`config.mk`:
```
export PLATFORM = sky130hd
export DESIGN_NAME = card_draw_scheduler
export DESIGN_NICKNAME = d
export VERILOG_FILES = /design/src/rtl/card_draw_scheduler.sv
export SDC_FILE = /design/constraint.sdc
export NUM_CORES = 1
export LEC_CHECK = 0
export BUFFER_PORTS_ARGS = -buffer_cell sky130_fd_sc_hd__buf_4
export CAP_MARGIN = 20
export CORE_UTILIZATION = 57
export DETAILED_ROUTE_END_ITERATION = 10
export PLACE_DENSITY_LB_ADDON = 0.12
export SLEW_MARGIN = 20
export SYNTH_ARGS = -nofsm -noshare
export SYNTH_HDL_FRONTEND = slang
export SYNTH_SLANG_ARGS = --single-unit
```
`constraint.sdc`:
```
create_clock -name i_clk -period 3.7 [get_ports i_clk]
set_input_delay 0.185 -clock i_clk [delete_from_list [all_inputs] [get_ports i_clk]]
set_output_delay 0.185 -clock i_clk [all_outputs]
set_load 0.1 [all_outputs]
```
`src/rtl/card_draw_scheduler.sv`:
```
// card_draw_scheduler: shares one deck between the player and dealer hands, runs the opening deal and arbitrates hits
module card_draw_scheduler #(
    parameter int CARD_W         = 4,
    parameter int MAX_CARDS      = 5,
    parameter int TIMEOUT_CYCLES = 16
) (
    input  logic              i_clk,
    input  logic              i_reset,
    input  logic              i_startDeal,
    input  logic              i_clear,
    input  logic              i_playerReq,
    input  logic              i_dealerReq,
    output logic              o_deckReq,
    input  logic              i_deckValid,
    input  logic [CARD_W-1:0] i_deckCard,
    output logic [CARD_W-1:0] o_card,
    output logic              o_playerLoad,
    output logic              o_dealerLoad,
    output logic              o_playerAck,
    output logic              o_dealerAck,
    output logic [2:0]        o_playerCount,
    output logic [2:0]        o_dealerCount,
    output logic              o_busy,
    output logic              o_dealDone,
    output logic              o_error
);
    localparam int TW = TIMEOUT_CYCLES > 1 ? $clog2(TIMEOUT_CYCLES) : 1;

    typedef enum logic [1:0] {S_IDLE, S_ISSUE, S_WAIT, S_DELIVER} state_t;

    state_t        state, stateNext;
    logic [TW-1:0] timer;
    logic [1:0]    dealIdx;
    logic          dealMode, target, rrPtr, refAckP, refAckD;
    logic          pReq, dReq, winner, winnerFull, timedOut;
    logic          doClear, doStart, doGrant, doRefuse;

    // a refusal ack is registered, so mask that side for the ack cycle to avoid a second refusal
    assign pReq       = i_playerReq & ~refAckP;
    assign dReq       = i_dealerReq & ~refAckD;
    assign winner     = (pReq & dReq) ? rrPtr : dReq;
    assign winnerFull = winner ? (o_dealerCount == 3'(MAX_CARDS)) : (o_playerCount == 3'(MAX_CARDS));
    assign timedOut   = timer == TW'(TIMEOUT_CYCLES - 1);
    assign o_busy     = state != S_IDLE;

    // state register
    always_ff @(posedge i_clk or posedge i_reset) begin
        if (i_reset) state <= S_IDLE;
        else         state <= stateNext;
    end

    // next-state decode and strobe outputs
    always_comb begin
        stateNext    = state;
        o_deckReq    = 1'b0;
        o_playerLoad = 1'b0;
        o_dealerLoad = 1'b0;
        o_playerAck  = refAckP;
        o_dealerAck  = refAckD;
        doClear      = 1'b0;
        doStart      = 1'b0;
        doGrant      = 1'b0;
        doRefuse     = 1'b0;
        case (state)
            S_IDLE: begin
                if (i_clear) doClear = 1'b1;
                else if (i_startDeal) begin
                    doStart   = 1'b1;
                    stateNext = S_ISSUE;
                end else if (pReq | dReq) begin
                    doRefuse  = winnerFull;
                    doGrant   = ~winnerFull;
                    stateNext = winnerFull ? S_IDLE : S_ISSUE;
                end
            end
            S_ISSUE: begin
                o_deckReq = 1'b1;
                stateNext = S_WAIT;
            end
            S_WAIT: begin
                if (i_deckValid) stateNext = S_DELIVER;
                else if (timedOut) begin
                    o_playerAck = ~dealMode & ~target;
                    o_dealerAck = ~dealMode & target;
                    stateNext   = S_IDLE;
                end
            end
            S_DELIVER: begin
                o_playerLoad = ~target;
                o_dealerLoad = target;
                o_playerAck  = ~dealMode & ~target;
                o_dealerAck  = ~dealMode & target;
                stateNext    = (dealMode && dealIdx != 2'd3) ? S_ISSUE : S_IDLE;
            end
            default: stateNext = S_IDLE;
        endcase
    end

    // counts, card latch, deal sequencing, arbitration pointer and timeout tracking
    always_ff @(posedge i_clk or posedge i_reset) begin
        if (i_reset) begin
            timer         <= '0;
            dealIdx       <= 2'd0;
            dealMode      <= 1'b0;
            target        <= 1'b0;
            rrPtr         <= 1'b0;
            refAckP       <= 1'b0;
            refAckD       <= 1'b0;
            o_card        <= '0;
            o_playerCount <= 3'd0;
            o_dealerCount <= 3'd0;
            o_dealDone    <= 1'b0;
            o_error       <= 1'b0;
        end else begin
            o_dealDone <= state == S_DELIVER && dealMode && dealIdx == 2'd3;
            refAckP    <= doRefuse & ~winner;
            refAckD    <= doRefuse & winner;
            if (doClear) begin
                o_playerCount <= 3'd0;
                o_dealerCount <= 3'd0;
                o_error       <= 1'b0;
            end
            if (doStart) begin
                o_playerCount <= 3'd0;
                o_dealerCount <= 3'd0;
                dealMode      <= 1'b1;
                dealIdx       <= 2'd0;
                target        <= 1'b0;
            end
            if (doGrant) begin
                dealMode <= 1'b0;
                target   <= winner;
                rrPtr    <= ~winner;
            end
            if (state == S_ISSUE) timer <= '0;
            if (state == S_WAIT) begin
                if (i_deckValid) o_card <= i_deckCard;
                else if (timedOut) begin
                    o_error  <= 1'b1;
                    dealMode <= 1'b0;
                end else timer <= timer + 1'b1;
            end
            if (state == S_DELIVER) begin
                if (target) o_dealerCount <= o_dealerCount + 3'(o_dealerCount != 3'(MAX_CARDS));
                else        o_playerCount <= o_playerCount + 3'(o_playerCount != 3'(MAX_CARDS));
                if (dealMode && dealIdx != 2'd3) begin
                    dealIdx <= dealIdx + 2'd1;
                    target  <= ~target;
                end else dealMode <= 1'b0;
            end
        end
    end
endmodule

```
==> results.txt <==
Walking the worst path, the cells encountered are ha_1 -> nand2b_1 -> nor2_1 -> o21ai_0 -> mux2_2 -> buf_4. Among all stages on the critical path, the largest delay is contributed by sky130_fd_sc_hd__dfrtp_1. The initial antenna violation count came to 0. The category of the critical setup timing path is reg -> out. The clock sink count is 25. The relative max-transition margin is between 30% and 40%. The total negative slack for setup checks is 0 ns. The insertion delay to the later sink of the worst-skew pair came out at 0.32 ns. The worst register-to-register path ends at target. The largest single stage delay on the critical path is 0.43 ns. The net count of the mapped netlist is 152.

By instance count, the leading cell after synthesis is sky130_fd_sc_hd__dfrtp_1. Compared with the post-synthesis result, the final layout area differs by 18.4%. The detailed-route vias per instance is 5.73. Once detail routing completed, the nets flagged for antenna violations numbered 0.

Synthesis produced a netlist whose cell count is 137. The starting density of the core came out at 60.8%. Of all nets on the critical path, the largest fanout is 4.

Counting cells, the worst reg-to-reg path comes to 4. Following the worst setup path forward leads to its endpoint at o_dealerAck. The number of enable flip-flop cells after synthesis came out at 0. The number of buffers added by the clock tree synthesis step came out at 3. The core region is approximately 0.0022 mm2. Clock-pin slew was measured on the worst setup and hold paths at 0.13 ns. The total number of nets in the final design came out at 182. Once detailed placement completed, the half-perimeter wirelength came to 2110 um.

The antenna diode count is 0. The least setup slack across all paths after layout came out at ~1.3 ns. The share of async-settable or async-resettable flops after synthesis came out at 100%. The total via count after detailed routing is around 1100. The number of buffers on the longest clock path came out at 2. Subtracting the final worst setup slack from the clock period gives 2.39 ns.

The setup slack at placement is 1.70 ns. The number of distinct library cells after synthesis is 45. In this run the power density over the cells is 900 mW/mm2.

The synthesized area divided by synthesized cell count is 9.92 um2. The fraction of synthesized cell area taken by the top area cell type came out at 46.0%. The layout cell share with drive strength beyond 1 came out at between 20% and 30%.

Once the clock tree was built, the setup fixing pass inserted 0 buffers. In this run the worst hold path is classified as in -> async. The most used flip-flop cell after synthesis is sky130_fd_sc_hd__dfrtp_1. The area used by multi-input combinational logic came out at 684 um2. After synthesis the netlist holds a flip-flop and latch count of 25.

For this run, design rule violations remaining after detail routing come to 0. 29 I/O pins were placed. The routability-driven placement congestion ratio came out at 0.793.

The die is roughly 51 um wide. The startpoint identified for the worst register-to-register timing path is state[0]. The H-tree depth reported by CTS came out at 1. Among cell families on the critical path, the largest total delay comes from flip-flops. The routed length per instance is 14.3 um. The commonest cells after synthesis are sky130_fd_sc_hd__dfrtp_1 (25), sky130_fd_sc_hd__nand2_1 (13), sky130_fd_sc_hd__nor2_1 (13), sky130_fd_sc_hd__o21ai_0 (10), sky130_fd_sc_hd__nand3_1 (8). The number of endpoints with negative hold slack in the final report is 0.

After synthesis, the cell types taking the most area are sky130_fd_sc_hd__dfrtp_1 (46%), sky130_fd_sc_hd__mux2_2 (5.8%), sky130_fd_sc_hd__ha_1 (3.7%), sky130_fd_sc_hd__o21ai_0 (3.7%), sky130_fd_sc_hd__nand2_1 (3.6%). The fraction of the yosys area taken by sequential cells is 46.0%. The full die area is 0.00258 mm2. The number of optimization iterations in the first detailed-route pass is 4. Counting both buffers and inverters, the worst setup path holds a total of 1. Setup slack on the worst reg-to-reg path comes out at 1.99 ns. The filler cells instantiated in the layout total 175. The number of cells on the critical path came out at 6.

The maximum vdd ir drop is 0.000690 V. The total of hold buffers inserted after clock tree synthesis came out at 0. The top achievable clock speed is 419 MHz. The beginning of the critical path is timer[0]. The die is 50.8 um tall.

The slew at the pin closest to its max-slew limit is 0.930 ns. The worst setup path is launched from a flop. Max-cap violations in this run came to 0.

The number of setup violations in the final report came out at 0. Setup repair after global routing left no endpoint under its margin. The number of placement rows is 17. STA classifies the critical path endpoint as an output pin. The detailed router finished its first iteration with 30 violations. The flow ran to the end, and the final reports show no timing, DRC or antenna violations.

The part of the cycle the worst path needs is 64.5%. The aggregate global routing overflow came out at 0. The required time at the worst-slack endpoint came out at between 3 and 4 ns. The wire length of the first global-routing pass came out at roughly 4600 um. The worst clock skew is 0.00533 ns. Buffers placed on the I/O ports in this run total 28. The leakage power summed over all cells is roughly 0.00076 uW. The mapped cell area came out at 0.00136 mm2. Entering global routing, the biggest net connects 26 pins.

The sequential standard cell area is 626 um2. The tree is rooted in a sky130_fd_sc_hd__clkbuf_4. The final core utilization came out at 72.0%.

The global routing usage summed across all routing layers is between 20% and 30%. The total count of max-transition violations in the final report is 0. The via count of the first global-routing pass is 1049.

STA puts the critical path data arrival time at ~2.2 ns. Of all cell types, the one taking the most synthesized area is sky130_fd_sc_hd__dfrtp_1. The total of warnings raised by yosys came out at 0. The total chip power is 1450 uW.

The clock tree from TritonCTS is built. The post-cts gate resize count is 0. The post-detailed-routing wire length is 2770 um.
[registers in the layout (all words and copies together), names as in the netlist]
register / cells
refAckP: 1
target: 1
rrPtr: 1
o_dealDone: 1
o_playerCount: 3
state: 2
dealIdx: 2
dealMode: 1
o_error: 1
timer: 4
refAckD: 1
o_card: 4
o_dealerCount: 3
[report_power, final]
part           leakage (uW)  internal (uW)  switching, uW
Clock             0.0000177           40.5           80.7
Sequential         0.000324            358            107
Combinational      0.000415            221            641
[area by class of cell]
cell class	count	share of cell area (%)
Inverter	7	1.63
Clock inverter	1	0.311
Tap cell	28	2.18
Timing Repair Buffer	28	13.1
Sequential cell	25	38.9
Clock buffer	3	1.40
Multi-Input combinational cell	102	42.5
[worst min-delay path by stage]
stage	startpoint	end	depth (start not counted)	slack, ns
global route	i_deckCard[2]	o_card[2]	2	0.08
finish	i_reset	dealIdx[0]	2	0.06
floorplan	i_reset	dealIdx[0]	1	0.21
detailed placement	i_deckCard[2]	o_card[2]	2	0.43
CTS	i_deckCard[2]	o_card[2]	2	0.08
global placement	i_deckCard[1]	o_card[1]	2	0.42
[per-stage QoR]
step / instance area (um2) / hold WS [ns] / cells
finish: 1610 / 0.0587 / 194
global route: 1610 / 0.0831 / 194
CTS: 1610 / 0.0840 / 194
detailed placement: 1580 / 0.427 / 190
global placement: 1580 / 0.419 / 190
floorplan: 1360 / 0.212 / 137
[cell usage in the layout (no fill, tap or decap), types with 4 or more instances in the layout]
master and count:
sky130_fd_sc_hd__dfrtp_1 25, sky130_fd_sc_hd__nor2b_1 4, sky130_fd_sc_hd__nand3_1 8, sky130_fd_sc_hd__inv_1 7, sky130_fd_sc_hd__buf_4 28, sky130_fd_sc_hd__o21ai_0 10, sky130_fd_sc_hd__nand2_1 13, sky130_fd_sc_hd__nor2_1 13
sky130_fd_sc_hd__nand2b_1 4, sky130_fd_sc_hd__mux2_2 7, sky130_fd_sc_hd__ha_1 4
[per-layer routing]
layer / wire [um] / GRT usage (%) / vias to the layer above
li1: - / - / 542
met1: 1210 / 29.4 / 538
met2: 1440 / 43.1 / 25
met3: 78 / 3.87 / 7
met4: 40 / 8.33 / 0
met5: 0 / 0 / -
[cell families (layout without fill, tap and decap cells)]
family	after synthesis	in the layout	synth area share [%]
muxes	9	9	7.27
buffers and inverters	10	39	3.59
adders and majority gates	4	4	3.68
and+or+nand+nor	60	60	25.0
xor gates and xnor gates	2	2	1.29
DFF	25	25	46.0
AOI/OAI and AO/OA	27	27	13.1
Power figures use the tool's default switching activity.
